==> config.mk <==
export PLATFORM = sky130hd
export DESIGN_NAME = serial_subtractor8_flat
export DESIGN_NICKNAME = d
export VERILOG_FILES = /design/src/rtl/serial_subtractor8_if.sv /design/src/rtl/serial_subtractor8.sv /design/src/flat_wrapper.sv
export SDC_FILE = /design/constraint.sdc
export NUM_CORES = 1
export LEC_CHECK = 0
export ABC_AREA = 1
export CORE_UTILIZATION = 54
export CTS_BUF_LIST = sky130_fd_sc_hd__clkbuf_2 sky130_fd_sc_hd__clkbuf_4 sky130_fd_sc_hd__clkbuf_8
export CTS_CLUSTER_DIAMETER = 200
export CTS_CLUSTER_SIZE = 28
export DETAILED_ROUTE_END_ITERATION = 7
export GPL_TIMING_DRIVEN = 0
export PLACE_DENSITY = 0.86
export SETUP_SLACK_MARGIN = 0.4
export SYNTH_ARGS = -nofsm -noshare
export SYNTH_HDL_FRONTEND = slang
export SYNTH_SLANG_ARGS = --single-unit
==> constraint.sdc <==
create_clock -name clk -period 1.4 [get_ports clk]
set_input_delay 0.21 -clock clk [delete_from_list [all_inputs] [get_ports clk]]
set_output_delay 0.21 -clock clk [all_outputs]
set_load 0.03 [all_outputs]
==> src/rtl/serial_subtractor8_if.sv <==
`default_nettype none
// ============================================================================
// Module   : serial_subtractor8_if
// Brief    : Request/result bundle for the bit-serial subtractor.
// Revision : 1.0  initial release
// ============================================================================
interface serial_subtractor8_if #(
    parameter int WIDTH = 8
);
    logic             start;
    logic [WIDTH:0]   sum;
    logic [WIDTH-1:0] a;
    logic             busy;
    logic             done;
    logic [WIDTH-1:0] diff;
    logic             underflow;
    logic             range_err;

    modport master (
        output start, sum, a,
        input  busy, done, diff, underflow, range_err
    );

    modport slave (
        input  start, sum, a,
        output busy, done, diff, underflow, range_err
    );
endinterface
`default_nettype wire

==> src/rtl/serial_subtractor8.sv <==
`default_nettype none
// ============================================================================
// Module   : serial_subtractor8
// Brief    : LSB-first serial subtractor recovering b = sum - a from an adder.
// Revision : 1.0  initial release
// ============================================================================
module serial_subtractor8 #(
    parameter int WIDTH = 8
) (
    input  wire logic             clk,
    input  wire logic             rst_n,
    serial_subtractor8_if.slave   bus
);
    localparam int CW = $clog2(WIDTH + 1);

    typedef enum logic [1:0] {
        ST_IDLE  = 2'd0,
        ST_SHIFT = 2'd1,
        ST_DONE  = 2'd2
    } state_t;

    state_t           r_state;
    logic [WIDTH:0]   r_min;
    logic [WIDTH:0]   r_sub;
    logic [WIDTH:0]   r_res;
    logic [CW-1:0]    r_cnt;
    logic             r_borrow;
    logic             r_busy;
    logic             r_done;
    logic [WIDTH-1:0] r_diff;
    logic             r_underflow;
    logic             r_range_err;

    logic             w_d;
    logic             w_borrow_next;
    logic [WIDTH:0]   w_res_next;

    assign w_d           = r_min[0] ^ r_sub[0] ^ r_borrow;
    assign w_borrow_next = (~r_min[0] & r_sub[0]) | (~(r_min[0] ^ r_sub[0]) & r_borrow);
    // The last bit is folded in here so results land on the final shift edge.
    assign w_res_next    = {w_d, r_res[WIDTH:1]};

    always_ff @(posedge clk or negedge rst_n) begin
        if (!rst_n) begin
            r_state     <= ST_IDLE;
            r_min       <= '0;
            r_sub       <= '0;
            r_res       <= '0;
            r_cnt       <= '0;
            r_borrow    <= 1'b0;
            r_busy      <= 1'b0;
            r_done      <= 1'b0;
            r_diff      <= '0;
            r_underflow <= 1'b0;
            r_range_err <= 1'b0;
        end else begin
            case (r_state)
                ST_SHIFT: begin
                    r_res    <= w_res_next;
                    r_min    <= r_min >> 1;
                    r_sub    <= r_sub >> 1;
                    r_borrow <= w_borrow_next;
                    r_cnt    <= r_cnt + CW'(1);
                    if (r_cnt == CW'(WIDTH)) begin
                        r_state     <= ST_DONE;
                        r_busy      <= 1'b0;
                        r_done      <= 1'b1;
                        r_diff      <= w_res_next[WIDTH-1:0];
                        r_underflow <= w_borrow_next;
                        r_range_err <= ~w_borrow_next & w_res_next[WIDTH];
                    end
                end
                default: begin
                    // IDLE and DONE both accept a request, giving gap-free back-to-back use.
                    r_done <= 1'b0;
                    if (bus.start) begin
                        r_state  <= ST_SHIFT;
                        r_busy   <= 1'b1;
                        r_min    <= bus.sum;
                        r_sub    <= {1'b0, bus.a};
                        r_borrow <= 1'b0;
                        r_cnt    <= '0;
                    end else begin
                        r_state  <= ST_IDLE;
                    end
                end
            endcase
        end
    end

    assign bus.busy      = r_busy;
    assign bus.done      = r_done;
    assign bus.diff      = r_diff;
    assign bus.underflow = r_underflow;
    assign bus.range_err = r_range_err;
endmodule
`default_nettype wire

==> src/flat_wrapper.sv <==
// flat-port wrapper written by rule: the top's interface ports become plain ports
module serial_subtractor8_flat 
#(
    parameter int WIDTH = 8
)
  (clk, rst_n, bus_start, bus_sum, bus_a, bus_busy, bus_done, bus_diff, bus_underflow, bus_range_err);
  serial_subtractor8_if #(.WIDTH(WIDTH)) bus_i ();
  input  wire logic clk;
  input  wire logic rst_n;
  input wire logic [$bits(bus_i.start)-1:0] bus_start;
  input wire logic [$bits(bus_i.sum)-1:0] bus_sum;
  input wire logic [$bits(bus_i.a)-1:0] bus_a;
  output wire logic [$bits(bus_i.busy)-1:0] bus_busy;
  output wire logic [$bits(bus_i.done)-1:0] bus_done;
  output wire logic [$bits(bus_i.diff)-1:0] bus_diff;
  output wire logic [$bits(bus_i.underflow)-1:0] bus_underflow;
  output wire logic [$bits(bus_i.range_err)-1:0] bus_range_err;
  assign bus_i.start = bus_start;
  assign bus_i.sum = bus_sum;
  assign bus_i.a = bus_a;
  assign bus_busy = bus_i.busy;
  assign bus_done = bus_i.done;
  assign bus_diff = bus_i.diff;
  assign bus_underflow = bus_i.underflow;
  assign bus_range_err = bus_i.range_err;
  serial_subtractor8 #(.WIDTH(WIDTH)) u_core (.clk(clk), .rst_n(rst_n), .bus(bus_i));
endmodule
==> Yosys cells after proc, flatten, opt, wreduce, memory -nomap -nowiden <==
Index checks and enable logic that the tools add are counted.
{ "op_classes": {"addsub": 1, "n_eq_ne": 3, "muxes": 16, "bitwise": 9, "n_reduce_logical": 3} }
{ "op_table": {"columns": ["op", "n"], "rows": [
  ["9-bit two-way mux", 4],
  ["1-bit two-way mux", 8],
  ["4-bit two-way mux", 2],
  ["4-bit by 1-bit adder with 4-bit output (second input constant)", 1],
  ["4-bit == test (second input constant)", 1],
  ["2-bit two-way mux", 2],
  ["2-bit AND reduction", 2],
  ["1-bit AND", 3],
  ["1-bit NOT", 3],
  ["2-bit by 1-bit == test with 1-bit output (second input constant)", 1],
  ["2-bit by 1-bit inequality test with 1-bit output (second input constant)", 1],
  ["2-bit nonzero test", 1],
  ["1-bit bitwise XOR", 2],
  ["1-bit OR", 1]
]} }
{ "word_totals": {"ff_bits": 46, "inputBits": 20, "out_inout_bits": 12, "elab_cells": 43} }

==> Logic depth before layout (Yosys ltp) <==
{ "logic_depth": {"word_depth": 6, "depth_mapped": 7, "ltp_nobuf": 6} }

==> Worst setup path before layout <==
Ideal clock, no wire load.
{ "synth_timing": {"path_kind": "reg-to-reg", "startpoint": "register u_core.r_cnt[0]", "endpoint": "register u_core.r_diff[2] (netlist: u_core.bus.diff[2])", "setup_time_ns": 0.065, "t_arrival_ns": 1.148, "t_required_ns": 1.335, "path_slack_ns": 0.187, "path_stages_with_launch": 8, "path_buffers": 1, "synth_period_minus_slack_ns": 1.213, "path_cell_list": "dfrtp_1 > inv_1 > ha_1 > nand3_1 > nor2_4 > buf_6 > nand2_1 > nand2_1"} }
{ "synth_between": {"elab_chain_cells": 2} }
{ "synth_lines": {"columns": ["element", "line_no", "text"], "rows": [
  ["start, declared", "serial_subtractor8.sv:26", "logic [CW-1:0] r_cnt;"],
  ["start signal, assigned", "serial_subtractor8.sv:63", "r_cnt <= r_cnt + CW'(1);"],
  ["4-bit == test", "serial_subtractor8.sv:64", "if (r_cnt == CW'(WIDTH)) begin"],
  ["2-bit AND reduction (no line)", null, null],
  ["end signal, assigned", "serial_subtractor8.sv:68", "r_diff <= w_res_next[WIDTH-1:0];"],
  ["end, declared", "serial_subtractor8.sv:30", "logic [WIDTH-1:0] r_diff;"]
]} }
Every way passes these cells.
A chain may end at the register's enable or synchronous reset.

==> Final worst setup path <==
{ "layout_timing": {"startpoint": "register u_core.r_min[0]", "endpoint": "register u_core.r_range_err (netlist: u_core.bus.range_err)"} }
{ "layout_between": {"elab_cells_between_ends": 9, "cone_classes": "bitwise: 9"} }
{ "layout_rtl": {"columns": ["element", "line_no", "text"], "rows": [
  ["start, declared", "serial_subtractor8.sv:23", "logic [WIDTH:0] r_min;"],
  ["start signal, assigned", "serial_subtractor8.sv:60", "r_min <= r_min >> 1;"],
  ["start signal, assigned", "serial_subtractor8.sv:79", "r_min <= bus.sum;"],
  ["1-bit bitwise XOR (2 in a row)", "serial_subtractor8.sv:38", "assign w_d = r_min[0] ^ r_sub[0] ^ r_borrow;"],
  ["via u_core.w_d", "serial_subtractor8.sv:34", "logic w_d;"],
  ["1-bit AND", "serial_subtractor8.sv:70", "r_range_err <= ~w_borrow_next & w_res_next[WIDTH];"],
  ["end signal, assigned", "serial_subtractor8.sv:70", null],
  ["end, declared", "serial_subtractor8.sv:32", "logic r_range_err;"]
]} }
The timed path passes the listed nets, and every way through them passes these cells.

==> results.yml <==
sta:
  setup_viol: 0
  hold_violations: 0
  fin_hold_ws_ns: 0.197
  worst_slew_pin_slew_ns: 0.288
  period_minus_slack_ns: 1.31
  drv_slew: 0
  fin_worst_skew_ns: 0.0100
  rsz0062_at_grt: "true"
  slew_headroom_pct: 80.8
  min_period_over_period_pct: 93.8
  fmax_ghz: 0.762
  fin_ws_ns: 0.0870
setup_path:
  cp.arrival_ns: 1.63
  cp_data_required_time_ns: 1.71
  crit_path_end_kind: "flop"
  start_kind: "flop"
  crit_fanout: 2
  crit_type: "flop to flop"
final_layout:
  drive_above_1_share_pct: 50.0
  antenna_cells: 0
  syn2layout_area_growth_pct: 62.1
  final_area_um2: 3050
  nNetsFinal: 306
power:
  comb_power_share_pct: 56.1
  p_sw_mw: 2.90
  seqPwrFrac_pct: 32.9
  p_leak_nw: 1.61
  finalPower_mw: 6.76
  switching_share_pct: 42.9
  intPower_mw: 3.86
  irDropWorstVdd_v: 0.00134
  p_clk_share_pct: 10.9
  powerDensity_nw_per_um2: 2220
global_routing:
  grt_util_all_layers_pct: 30.5
  grt-ovfl-total: 0
  grt_pass1_vias: 1695
  antenna_found_initial: 0
  grt_max_degree: 33
  grt_pass1_wl_um: 7940
placement:
  place_area_um2: 2310
  preCtsSetupSlack_ns: 0.129
  gp_congestion: 0.789
  numPortBuffers: 30
  dpl.hpwl_um: 2540
route:
  via_count: 1918
  first_iter_violations: 72
  wire_per_inst_um: 20.0
  ant_nets: 0
  dr.pass1.iters: 6
  route.detailed.drc: 0
  wl_um: 6610
  vias_per_cell: 5.81
cts:
  insertion_delay_ns: 0.37
  clkSinkCount: 43
  clk_path_buf_depth: 2
  cts_max_level: 2
  clk_root_buffer_cell: "clkbuf_4"
  clk_pin_slew_ns: 0.13
  cts_buffers: 5
  cts_tree: "built"
yosys:
  synth_area_um2: 1880
  synth_most_common_cell: "nand2_1"
  synth_top_area_share_pct: 57.2
  synthFlopType: "dfrtp_1"
  synth-edff-count: 0
  seq_area_frac_synth_pct: 57.2
  avgSynthCellArea_um2: 8.96
  postSynthCellCount: 210
  synth_cell_types: 19
  synth_area_leaders: "dfrtp_1, nand2_1, nand3_1, o21ai_0, inv_1"
  syn-num-nets: 233
  yosysTopAreaCell: "dfrtp_1"
  synth_common_cells: "nand2_1, dfrtp_1, nand3_1"
  yosys_warnings: 0
  ys_ff_latch: 43
  synthArstFlopShare_pct: 100
job:
  drv_cap: 0
floorplanning:
  core-area_um2: 3340
  io_pins: 32
  fp.dieW_um: 61.0
  rows: 21
  start_util_pct: 56.4
  die_area_um2: 3720
  chipHeight_um: 61.0
run_status:
  status: "complete, no violations"
min_path:
  timing.hold.worst.class: "primary input to flop"
power groups by stage:
stage	registers, mW	logic, mW	clock network (mW)
after global placement	2.06	2.08	0
after global routing	2.25	4.00	0.777
after detailed placement	2.09	2.15	0
final	2.23	3.80	0.740
after CTS	2.08	3.07	0.715
after floorplan	2.29	1.26	0
worst paths after layout:
path | start | to | slack, ns | cells after the start
max in group asynchronous | rst_n | u_core.bus.done | 0.68 | 3
setup / recovery | u_core.r_min[0] | u_core.bus.range_err | 0.09 | 5
setup reg to reg | u_core.r_min[0] | u_core.bus.range_err | 0.09 | 5
hold reg to reg | u_core.r_sub[7] | u_core.r_sub[7] | 0.52 | 2
min in group asynchronous | rst_n | u_core.bus.diff[1] | 0.25 | 2
hold / removal | bus_start | u_core.r_min[3] | 0.20 | 3
state kept, by name, indices dropped and copies added (netlist names):
| name | cells |
|---|---|
| u_core.bus.diff | 8 |
| u_core.r_borrow | 1 |
| u_core.bus.range_err | 1 |
| u_core.r_sub | 8 |
| u_core.r_min | 9 |
| u_core.bus.done | 1 |
| u_core.bus.underflow | 1 |
| u_core.bus.busy | 1 |
| u_core.r_cnt | 4 |
| u_core.r_state | 1 |
| u_core.r_res | 8 |
area by class of cell:
| class | instances | area, um2 |
|---|---|---|
| clock buffers | 8 | 72.6 |
| inverters | 15 | 58.8 |
| repair buffers | 65 | 678 |
| fillers | 135 | 288 |
| flip-flops and latches | 43 | 1080 |
| plain buffers | 9 | 114 |
| multi-input cells | 144 | 991 |
| well taps | 46 | 57.6 |
through the flow:
| stage | utilization [%] | TNS (ns) | std cells |
|---|---|---|---|
| floorplan | - | 0 | 210 |
| global placement | 68.7 | -41.81 | 286 |
| detailed placement | 69.2 | 0 | 287 |
| CTS | 84.5 | 0 | 323 |
| global route | 91.4 | 0 | 330 |
| finish | 91.4 | 0 | 330 |
placed cells by master (no fill, tap or decap), drive strengths merged:
master,instances
clkbuf,9
ha,2
clkdlybuf4s50,17
nand4,1
nand2,83
inv,15
buf,55
nand3,36
dfrtp,43
o21ai,11
dlygate4sd3,1
or2,1
o22ai,1
fa,1
nor2,8
what timing repair did:
action / CTS / global route
pin swaps: 20 / 5
buffers inserted: 20 / 6
cloned: 7 / 1
gates resized for setup: 137 / 48
hold endpoints to repair: 11 / 0
setup endpoints to repair: 54 / 55
hold buffers: 1 / 0
logic make-up (layout without fill, tap and decap cells):
family / after synthesis / after routing / share of synthesized area [%]
and+or+nand+nor: 128 / 129 / 29.9
adders and majority gates: 3 / 3 / 2.40
DFF: 43 / 43 / 57.2
buffers and inverters: 24 / 97 / 7.25
AOI/OAI and AO/OA: 12 / 12 / 3.26
critical path: stages, from the launching register on:
cell and delay (ns):
dfrtp_1 0.45, fa_1 0.57, nand2_1 0.08, inv_1 0.06, nand2_1 0.04, nand2_1 0.06
layer usage:
layer | vias up | GRT usage, % | share of wire, %
li1 | 816 | - | -
met1 | 928 | 35.5 | 35
met2 | 126 | 53.8 | 53
met3 | 48 | 7.56 | 6.5
met4 | 0 | 13.3 | 6.1
met5 | - | 0 | 0
Power figures use the tool's default switching activity.
